## src/rtl/lab4_minterm_sweeper.sv

```systemverilog
// lab4_minterm_sweeper
//   Walks a 7-input combinational function through every input vector in
//   ascending order (0 .. 2^N_IN-1), sampling func_in once per vector and
//   accumulating the ones count plus the first and last asserted indices.
//   Optional 16-bit LFSR-style signature of the output stream when the
//   macro LAB4_SWEEP_SIGNATURE_EN is defined.
module lab4_minterm_sweeper #(
   parameter int N_IN  = 7,
   parameter int CNT_W = 8
) (
   input  logic             clk,
   input  logic             reset,
   input  logic             start,
   input  logic             abort,
   output logic [N_IN-1:0]  vec_out,
   input  logic             func_in,
   output logic             busy,
   output logic             done,
   output logic [CNT_W-1:0] ones_count,
   output logic             any_one,
   output logic [N_IN-1:0]  first_one,
   output logic [N_IN-1:0]  last_one
`ifdef LAB4_SWEEP_SIGNATURE_EN
   ,
   output logic [15:0]      sig
`endif
);

   typedef enum logic [1:0] {
      S_IDLE  = 2'd0,
      S_SWEEP = 2'd1,
      S_DONE  = 2'd2
   } state_t;

   localparam logic [N_IN-1:0] VEC_MAX = '1;

   state_t           r_state;
   state_t           w_state_next;
   logic             w_clear;      // accepted start: zero vector and results
   logic             w_sample;     // fold func_in into the results this cycle
   logic             w_last_vec;   // final vector of the sweep is on vec_out

   logic [N_IN-1:0]  r_vec;
   logic [CNT_W-1:0] r_ones;
   logic             r_any;
   logic [N_IN-1:0]  r_first;
   logic [N_IN-1:0]  r_last;

   // State register.
   always_ff @(posedge clk) begin
      // NOTE: sequential state uses non-blocking assignments so every register
      // sees the pre-edge values of the others, independent of block order.
      if (reset) r_state <= S_IDLE;
      else       r_state <= w_state_next;
   end

   // Next-state decode and control strobes; abort outranks the final-vector exit.
   always_comb begin
      // NOTE: every signal driven here gets a default first, so no path can
      // leave it unassigned and infer a latch.
      w_state_next = r_state;
      w_clear      = 1'b0;
      w_sample     = 1'b0;
      w_last_vec   = (r_vec == VEC_MAX);
      unique case (r_state)
         S_IDLE: begin
            if (start) begin
               w_state_next = S_SWEEP;
               w_clear      = 1'b1;
            end
         end
         S_SWEEP: begin
            if (abort) begin
               w_state_next = S_IDLE;
            end else begin
               w_sample = 1'b1;
               if (w_last_vec) w_state_next = S_DONE;
            end
         end
         S_DONE: begin
            if (start) begin
               w_state_next = S_SWEEP;
               w_clear      = 1'b1;
            end else begin
               w_state_next = S_IDLE;
            end
         end
         default: w_state_next = S_IDLE;
      endcase
   end

   // Vector counter: restarts at 0 on start, steps through the sweep, and
   // returns to 0 on abort or after the last vector.
   always_ff @(posedge clk) begin
      if (reset || w_clear) begin
         r_vec <= '0;
      end else if (r_state == S_SWEEP) begin
         if (abort || w_last_vec) r_vec <= '0;
         else                     r_vec <= r_vec + 1'b1;
      end
   end

   // Result accumulators: cleared on an accepted start, held otherwise.
   always_ff @(posedge clk) begin
      if (reset || w_clear) begin
         r_ones  <= '0;
         r_any   <= 1'b0;
         r_first <= '0;
         r_last  <= '0;
      end else if (w_sample && func_in) begin
         r_ones <= r_ones + 1'b1;
         r_last <= r_vec;
         if (!r_any) begin
            r_first <= r_vec;
            r_any   <= 1'b1;
         end
      end
   end

`ifdef LAB4_SWEEP_SIGNATURE_EN
   logic [15:0] r_sig;

   // Signature shifts in func_in, mixed with taps 15/13/12/10, once per sampled vector.
   always_ff @(posedge clk) begin
      if (reset || w_clear) r_sig <= '0;
      else if (w_sample)    r_sig <= {r_sig[14:0], r_sig[15] ^ r_sig[13] ^ r_sig[12] ^ r_sig[10] ^ func_in};
   end

   assign sig = r_sig;
`endif

   assign vec_out    = r_vec;
   assign busy       = (r_state == S_SWEEP);
   assign done       = (r_state == S_DONE);
   assign ones_count = r_ones;
   assign any_one    = r_any;
   assign first_one  = r_first;
   assign last_one   = r_last;

endmodule

```

## config.mk

```make
export PLATFORM = sky130hd
export DESIGN_NAME = lab4_minterm_sweeper
export DESIGN_NICKNAME = d
export VERILOG_FILES = /design/src/rtl/lab4_minterm_sweeper.sv
export SDC_FILE = /design/constraint.sdc
export NUM_CORES = 1
export LEC_CHECK = 0
export CAP_MARGIN = 20
export CORE_MARGIN = 2
export CORE_UTILIZATION = 40
export DETAILED_ROUTE_END_ITERATION = 10
export MAX_ROUTING_LAYER = met4
export PLACE_DENSITY = 0.71
export SYNTH_ARGS = -nofsm -noshare
export SYNTH_HDL_FRONTEND = slang
export SYNTH_SLANG_ARGS = --single-unit
export TNS_END_PERCENT = 10
```

## constraint.sdc

```tcl
create_clock -name clk -period 1.7 [get_ports clk]
set_clock_uncertainty 0.15 [all_clocks]
set_input_delay 0.34 -clock clk [delete_from_list [all_inputs] [get_ports clk]]
set_output_delay 0.34 -clock clk [all_outputs]
set_load 0.05 [all_outputs]
```

==> summary.txt <==
Logic synthesis
  – Ys Warns: 0
  – Post-Syn Nets: 170
  – Netlist area before placement: approximately 0.0014 mm^2
  – Count leader, synth: dfxtp_1
  – EDFF count, synth: 0
  – Ys flop type: dfxtp_1
  – Mean post-synth cell area: about 8.4 um^2
  – Post-synthesis register bit count: 32
  – Register area share after synthesis: between 40% and 50%
  – Synth area leaders: dfxtp_1 (47%), a21oi_1 (9.1%), nand2_1 (5.7%), o21ai_0 (5.5%), nand3_1 (5.1%)
  – Async SR Flop Fraction: 0%
  – Largest area contributor in the netlist: dfxtp_1
  – Commonest cells in the synthesized netlist: dfxtp_1 (32), a21oi_1 (25), nand2_1 (21)
  – Yosys cell types: 30
  – Share of the synthesized area in the top cell type: 46.7%
  – Gate Count Post-Synth: approximately 160

Floorplan
  – Die Ht: ~63 um
  – Row cnt: 21
  – Initial core utilization: 41.4%
  – Die Wd: between 60 and 70 um
  – I/O pin count: 37
  – Core area: 0.00331 mm^2
  – Die area: between 0.003 and 0.004 mm^2

Power and ir drop
  – VDD IR-drop max: between 0.4 and 0.5 mV
  – Internal Power: 0.00101 W
  – Power per cell area: roughly 580 mW/mm^2
  – Comb pwr share: 10.0%
  – Sw Ratio: a little over a quarter
  – Net Switching: roughly 0.00036 W
  – Leakage: slightly above 0.8 nW
  – Clock power share: 34.4%
  – Seq pwr share: approximately 56%

Clocking
  – Clock latency on the worst-skew pair: approximately 0.34 ns
  – Clock Tree Root: clkbuf_4
  – Longest Clk Path Bufs: 2
  – Worst-path clk slew: about 0.10 ns
  – CTS tree: yes
  – H-tree Lvls: 2
  – Sink Count: 32
  – Total CTS buffers: 5

Final layout
  – Layout fillers: between 200 and 300
  – Share of cells above drive strength 1: between 30% and 40%
  – Nets: roughly 220
  – Design Area, Final: ~0.0023 mm^2
  – Area Growth Syn to Fin: 71.4%
  – Diodes inserted: 0

Place
  – GPL Wtd Cong: slightly above 0.9
  – Port bufs: 36
  – Pre-CTS WS: -0.414 ns
  – Post-DP Area: 0.00222 mm^2
  – HPWL Detailed: between 2 and 3 mm

Timing
  – Max_slew headroom: roughly four fifths
  – Hold Fails Final Rpt: 0
  – Finish-stage setup viols: 0
  – Final TNS setup: 0 ns
  – Fin crit share: about 98%
  – Maximum clock rate: between 0.6 and 0.7 GHz
  – Worst slew pin tran: between 0.2 and 0.3 ns
  – Final worst slack: approximately 0.036 ns
  – Final min period: between 1.5 and 2 ns
  – Pins Over Slew Limit: 0

Critical path
  – WP data arrival: around 1.8 ns
  – WP data required: 1.83 ns
  – Category of the most critical setup path: flip-flop to flip-flop
  – CP max FO: 5
  – Setup crit end kind: flip-flop
  – CP Launch Type: flip-flop

Route
  – Residual DRC: 0
  – Via density per instance: approximately 5.6
  – Via count: ~1500
  – Mean routed wirelength per cell: between 15 and 20 um
  – TritonRoute pass-1 iters: 4
  – First DRT Iteration DRCs: 80
  – Final WL: about 4.1 mm
  – Post-DRT Antenna Nets: 0

Global route
  – Global Route Usage Sum: a little over a fifth
  – Gr ovfl total: 0
  – First-pass GRT wire length: between 6 and 7 mm
  – Largest net degree at the start of global routing: 19
  – Initial antenna violation count: 0
  – Vias in the first global route: around 1400

Outcome
  – Status: completed

Flow run
  – Max Cap Violations: 0

Hold path
  – Tightest Hold Check Type: flip-flop to flip-flop
==> cells in the final DEF (no fill, tap or decap), drive strengths merged, types with 2 or more instances in the layout <==
master / Yosys / routed
or3: 5 / 5
clkdlybuf4s50: 0 / 3
nand2b: 4 / 4
or4: 5 / 5
nor2: 4 / 4
dfxtp: 32 / 32
a21oi: 25 / 25
nor2b: 2 / 2
clkinv: 0 / 2
nand3: 14 / 14
o31ai: 5 / 5
a31oi: 2 / 2
inv: 3 / 3
nand2: 21 / 21
clkbuf: 6 / 6
o21ai: 15 / 15
a221oi: 2 / 2
buf: 4 / 51
ha: 2 / 2
==> power by group through the flow <==
stage | logic [W] | registers [W] | clock network (W)
finish | 0.000136 | 0.000758 | 0.000468
global route | 0.000144 | 0.000759 | 0.000522
CTS | 0.000129 | 0.000758 | 0.000484
detailed placement | 0.000130 | 0.000776 | 0
global placement | 0.000125 | 0.000775 | 0
floorplan | 0.0000570 | 0.000781 | 0
==> layout make-up <==
cell class	instances	area (um^2)	area share [%]
Clock buffer	6	51.3	2.18
Clock inverter	2	10.0	0.426
Inverter	3	13.8	0.586
Multi-Input combinational cell	118	718	30.6
Sequential cell	32	656	27.9
Tap cell	46	57.6	2.45
Timing Repair Buffer	55	843	35.9
==> per-layer routing <==
| layer | up-vias | share of wire (%) | track usage, % |
|---|---|---|---|
| li1 | 701 | - | - |
| met1 | 682 | 39 | 24.0 |
| met2 | 77 | 50 | 35.2 |
| met3 | 16 | 6.6 | 7.03 |
| met4 | 0 | 3.8 | 11.1 |
| met5 | - | 0 | - |
==> critical path, cell delays in order, from the launching register on <==
cell and delay (ns):
dfxtp_4 0.38, buf_6 0.12, nand4bb_4 0.19, buf_6 0.15
or4_1 0.46, a21oi_1 0.16
==> path summary, 6_finish.rpt <==
path               startpoint             to  slack (ns)  cells past startpoint
setup / recovery   r_state[1]  ones_count[6]        0.04                      5
hold / removal    last_one[2]    last_one[2]        0.35                      2
setup reg to reg   r_state[1]  ones_count[6]        0.04                      5
hold reg to reg   last_one[2]    last_one[2]        0.35                      2
==> through the flow <==
| step | cells | hold slack, ns | utilization [%] | total power, W |
|---|---|---|---|---|
| after detailed placement | 253 | 0.335 | 66.9 | 0.000905 |
| after global placement | 253 | 0.333 | 66.9 | 0.000900 |
| after floorplan | 163 | 0.259 | - | 0.000839 |
| final | 262 | 0.345 | 71.0 | 0.00136 |
| after global routing | 262 | 0.379 | 71.0 | 0.00143 |
| after CTS | 261 | 0.348 | 69.2 | 0.00137 |
==> what timing repair did <==
item                       4_1_cts  5_1_grt
gates resized for setup          7       11
cloned                           0        1
hold endpoints to repair         0        0
hold buffers                     0        0
setup endpoints to repair        7        4
pin swaps                        0        4
setup buffers                    1        0
==> state kept, by name, indices dropped and copies added, names as in the netlist <==
| signal | cells |
|---|---|
| r_state | 2 |
| vec_out | 7 |
| any_one | 1 |
| last_one | 7 |
| ones_count | 8 |
| first_one | 7 |
==> cells by family (layout without fill, tap and decap cells) <==
| kind of cell | Yosys count | after routing | share of synthesized area (%) |
|---|---|---|---|
| AO/OA/AOI/OAI | 51 | 51 | 20.7 |
| AND/OR/NAND/NOR | 64 | 64 | 25.7 |
| flip-flops | 32 | 32 | 46.7 |
| XOR/XNOR | 1 | 1 | 0.639 |
| adder cells (fa/ha/maj) | 2 | 2 | 1.82 |
| buffers and inverters | 13 | 66 | 4.38 |
Power figures use the tool's default switching activity.
==> patch 1 (same settings) <==
`N_IN`: 7 -> 6.
--- a/src/rtl/lab4_minterm_sweeper.sv
+++ b/src/rtl/lab4_minterm_sweeper.sv
@@ -5,7 +5,7 @@
 //   Optional 16-bit LFSR-style signature of the output stream when the
 //   macro LAB4_SWEEP_SIGNATURE_EN is defined.
 module lab4_minterm_sweeper #(
-   parameter int N_IN  = 7,
+   parameter int N_IN  = 6,
    parameter int CNT_W = 8
 ) (
    input  logic             clk,
Ports: changed (resized first_one, last_one and vec_out); port bits go from 37 to 34. The function was not compared with the original's and may differ.
==> patch 1 against the unedited design <==
Highest routed layer unchanged; setup slack got worse by 38 ps; cell area fell by 9.4%; the run now ends with negative setup slack left; total power rose by 2.8%; register-to-register slack improved by 20 ps; count of clock-buffer cells in the layout rose by 1; sequential cell count fell by 3; area after synthesis fell by 10%; routed wire length fell by 16%.
==> patch 1: results <==
# TYPE chip_impl_metric gauge
chip_impl_metric{name="endpoint_arrival_time_on_the_critical_path",unit="ps"} 1810
chip_impl_metric{name="power.ir.vdd_worst",unit="V"} 0.000482
chip_impl_metric{name="switching_power",unit="mW"} 0.311
chip_impl_metric{name="wire_per_inst",unit="um"} 14.8
chip_impl_info{name="synth_top_cells_by_area",value="sky130_fd_sc_hd__dfxtp_1 47%, sky130_fd_sc_hd__a21oi_1 8.9%, sky130_fd_sc_hd__o21ai_0 6.1%, sky130_fd_sc_hd__nand2_1 5.5%, sky130_fd_sc_hd__nand3_1 4.9%"} 1
chip_impl_metric{name="met3_track_demand_over_resource",unit="%"} 6.99
chip_impl_metric{name="max_stage_delay",unit="ps"} 500
chip_impl_metric{name="place.port_buffers",unit=""} 33
chip_impl_metric{name="timing_worst_slew_pin_value",unit="ps"} 316
chip_impl_metric{name="fraction_of_final_layout_cells_sized_beyond_drive_strength_1",unit="%"} 32.8
chip_impl_metric{name="ys_seq_area_share",unit="%"} 47.2
chip_impl_metric{name="detailed_place.area",unit="um2"} 2020
chip_impl_metric{name="drt_iter0_drc",unit=""} 41
chip_impl_metric{name="final_critical_path_setup_slack",unit="ps"} -1.50
chip_impl_metric{name="layout.filler_cells",unit=""} 234
chip_impl_metric{name="final_nets",unit=""} 207
chip_impl_metric{name="timing.critical_path.fanout_max",unit=""} 9
chip_impl_metric{name="setup_viol",unit=""} 1
chip_impl_metric{name="place.gp.congestion",unit=""} 0.846
chip_impl_metric{name="drt-vias-per-instance",unit=""} 5.58
chip_impl_info{name="outcome",value="complete, but fails checks"} 1
chip_impl_metric{name="hpwlAfterDp",unit="um"} 2560
chip_impl_metric{name="via_count_of_the_first_global_routing_pass",unit=""} 1191
chip_impl_info{name="failed_checks",value="negative setup slack"} 1
chip_impl_metric{name="grtUsageMet2",unit="%"} 34.9
## patch 1: cell types whose count changed after synthesis, sizes merged, moves of 2 or more
cell	delta
a21oi	-2
clkbuf	-3
dfxtp	-3
nand2	-3
nand3	-2
or4	-2
## patch 1: cells by family after synthesis
| logic type | share of synthesized area [%] |
|---|---|
| simple gates | 25.6 |
| compound gates | 20.8 |
| flops | 47.2 |
| buf+inv | 3.66 |
| fa+ha+maj | 2.03 |
| xor+xnor | 0.712 |
## patch 1: power by group through the flow
stage / clock network [mW] / registers (mW) / logic [mW]
after floorplan: 0 / 0.710 / 0.0487
final: 0.590 / 0.689 / 0.123
after global routing: 0.628 / 0.690 / 0.132
after detailed placement: 0 / 0.705 / 0.117
after global placement: 0 / 0.705 / 0.114
after CTS: 0.603 / 0.689 / 0.120
## patch 1: cell type report
type / count / area, um2 / share of cell area, %
clock buffers: 7 / 55.1 / 2.59
clock inverters: 1 / 30.0 / 1.41
inverters: 4 / 15.0 / 0.705
multi-input cells: 106 / 619 / 29.1
flip-flops and latches: 29 / 587 / 27.6
well taps: 33 / 41.3 / 1.94
repair buffers: 54 / 782 / 36.7
## patch 1: per-layer routing
metal / part of all wire [%] / wire length [um]
met2: 48 / 1680
met1: 45 / 1560
met3: 5.5 / 190
met5: 0 / 0
met4: 1.2 / 40
## patch 1: timing repair
item	in CTS	in global routing
buffers inserted	1	0
pin swaps	0	1
cloned	0	0
endpoints found under the setup margin	1	11
gates resized for setup	3	9
## patch 1: metrics by stage
stage                     util [%]  hold slack (ps)  setup slack [ps]  setup TNS, ps  cells
final                         71.5              350             -1.50          -1.50    234
after global routing          71.5              366             -21.0          -54.2    234
after CTS                     70.9              353              21.8              0    234
after detailed placement      67.7              340              -316          -4780    225
after global placement        67.7              334              -297          -4630    225
after floorplan                  -              259             -69.0          -76.8    146
## patch 1: final timing paths
check | slack (ps) | endpoint | from
max | -2 | ones_count[6] | abort
min reg2reg | 350 | last_one[3] | last_one[3]
max reg2reg | 60 | ones_count[6] | r_state[1]
min | 350 | last_one[3] | last_one[3]
## patch 1: critical path: cells and delay by family
kind	cells	cell delay [ps]
compound gates	1	170
simple gates	2	710
buf+inv	2	580
==> patch 2 (same settings) <==
Made on the original files. Register the outputs `busy` and `done`, with the module's reset; this adds one clock of latency there. The other outputs are not delayed to match.
--- a/src/rtl/lab4_minterm_sweeper.sv
+++ b/src/rtl/lab4_minterm_sweeper.sv
@@ -130,8 +130,15 @@
 `endif
 
    assign vec_out    = r_vec;
-   assign busy       = (r_state == S_SWEEP);
-   assign done       = (r_state == S_DONE);
+   always_ff @(posedge clk) begin
+      if (reset) begin
+         busy <= '0;
+         done <= '0;
+      end else begin
+         busy <= (r_state == S_SWEEP);
+         done <= (r_state == S_DONE);
+      end
+   end
    assign ones_count = r_ones;
    assign any_one    = r_any;
    assign first_one  = r_first;
Function: changed (Yosys sat finds a counterexample within 4 cycles, from zero or initial values and one cycle with reset high).
==> patch 2 against the unedited design <==
Die area is 0.77% lower; total power is 0.53% higher; synthesized cell count is 3.1% lower; utilization is 3.6 points lower; fmax is 4.1% higher; highest routed layer unchanged; routed wire length is 16% lower; sequential power is 6.2% higher; first-iteration DRC count is 16% lower; cell count is 4.6% lower; critical endpoint is now any_one; area after synthesis is 0.82% lower; setup slack better by 65 ps; non-clock buffer count is 9 lower; sequential cell count is 2 higher; cell area is 5.1% lower.
==> patch 2: results <==
# TYPE chip_impl_metric gauge
chip_impl_metric{name="synth_nets",unit=""} 165
chip_impl_metric{name="grt.total_usage",unit="%"} 21.0
chip_impl_metric{name="hpwlAfterDp",unit="um"} 2620
chip_impl_info{name="critical_path.endpoint",value="any_one"} 1
chip_impl_metric{name="detailedPlace.worstSlack",unit="ps"} -169
chip_impl_metric{name="synthesis.instances",unit=""} 158
chip_impl_metric{name="detailed_place.area",unit="um2"} 2150
chip_impl_info{name="regToRegEndpoint",value="vec_out[1]"} 1
chip_impl_metric{name="max_stage_delay",unit="ps"} 580
chip_impl_metric{name="p_seq",unit="mW"} 0.805
chip_impl_metric{name="multi_input_comb_area",unit="um2"} 647
chip_impl_metric{name="worst-r2r-setup-slack",unit="ps"} 160
chip_impl_metric{name="grt_max_degree",unit=""} 31
chip_impl_metric{name="endpoint_arrival_time_on_the_critical_path",unit="ps"} 1110
chip_impl_metric{name="final_cell_count_no_fill",unit=""} 250
chip_impl_info{name="cpMaxStageDelayCell",value="sky130_fd_sc_hd__dfxtp_1"} 1
chip_impl_info{name="setup.worst_path.start",value="any_one"} 1
chip_impl_metric{name="drt-vias-per-instance",unit=""} 5.24
chip_impl_info{name="outcome",value="finished clean"} 1
chip_impl_metric{name="clock_net_power",unit="mW"} 0.461
chip_impl_metric{name="post-route-min-period",unit="ps"} 1600
chip_impl_metric{name="ys_seq_area_share",unit="%"} 50.0
chip_impl_metric{name="cellLeakagePower",unit="nW"} 0.789
chip_impl_metric{name="internal_power",unit="mW"} 1.04
chip_impl_metric{name="place.gp.congestion",unit=""} 0.795
chip_impl_metric{name="timing_worst_slew_pin_value",unit="ps"} 408
chip_impl_metric{name="route.final.wire_length",unit="um"} 3480
chip_impl_metric{name="final_nets",unit=""} 210
chip_impl_metric{name="drt_iter0_drc",unit=""} 67
chip_impl_metric{name="yosysUniqueCellTypes",unit=""} 29
chip_impl_metric{name="layout.filler_cells",unit=""} 270
chip_impl_metric{name="timing.critical_path.fanout_max",unit=""} 10
chip_impl_metric{name="fin_total_pwr",unit="mW"} 1.37
chip_impl_metric{name="fraction_of_final_layout_cells_sized_beyond_drive_strength_1",unit="%"} 29.9
==> patch 2: cell types whose count changed in the layout (fill, tap and decap cells not counted), sizes merged, moves of 5 or more <==
cell   before  now
nand2      21   32
nor2        4   13
nand3      14    2
o21ai      15   10
or4         5    0
o31ai       5    0
or3         5    0
xor2        0    6
buf        51   42
==> patch 2: what timing repair did <==
| item | 4_1_cts | 5_1_grt |
|---|---|---|
| endpoints found under the setup margin | 0 | 6 |
| resized for setup | 0 | 6 |
| setup buffers | 0 | 0 |
==> patch 2: layout make-up <==
class | instances | share of cell area (%)
flip-flops and latches | 34 | 31.1
inverters | 1 | 0.168
repair buffers | 46 | 34.5
multi-input cells | 115 | 29.0
clock inverters | 1 | 0.224
clock buffers | 7 | 2.47
well taps | 46 | 2.58
==> patch 2: worst min path at each step <==
stage | from | to | slack, ps | cells past startpoint
2_1_floorplan | reset | r_state[0] | 260 | 1
3_3_place_gp | last_one[4] | last_one[4] | 340 | 2
3_5_place_dp | last_one[1] | last_one[1] | 340 | 2
4_1_cts | last_one[1] | last_one[1] | 360 | 2
5_1_grt | last_one[5] | last_one[5] | 380 | 2
6_report | last_one[1] | last_one[1] | 350 | 2
==> patch 2: cell families (layout without fill, tap and decap cells) <==
kind of cell / Yosys count / count (layout) / share of synthesized area [%]
adders and majority gates: 2 / 2 / 1.84
DFF: 34 / 34 / 50.0
xor gates and xnor gates: 7 / 7 / 4.51
and+or+nand+nor: 69 / 69 / 25.0
AOI/OAI and AO/OA: 37 / 37 / 15.0
buffers and inverters: 9 / 55 / 3.59
==> patch 2: metal layers <==
metal	track usage [%]	routed length, um
met5	-	0
met3	6.34	212
met1	22.9	1320
met4	6.11	19
met2	37.1	1930
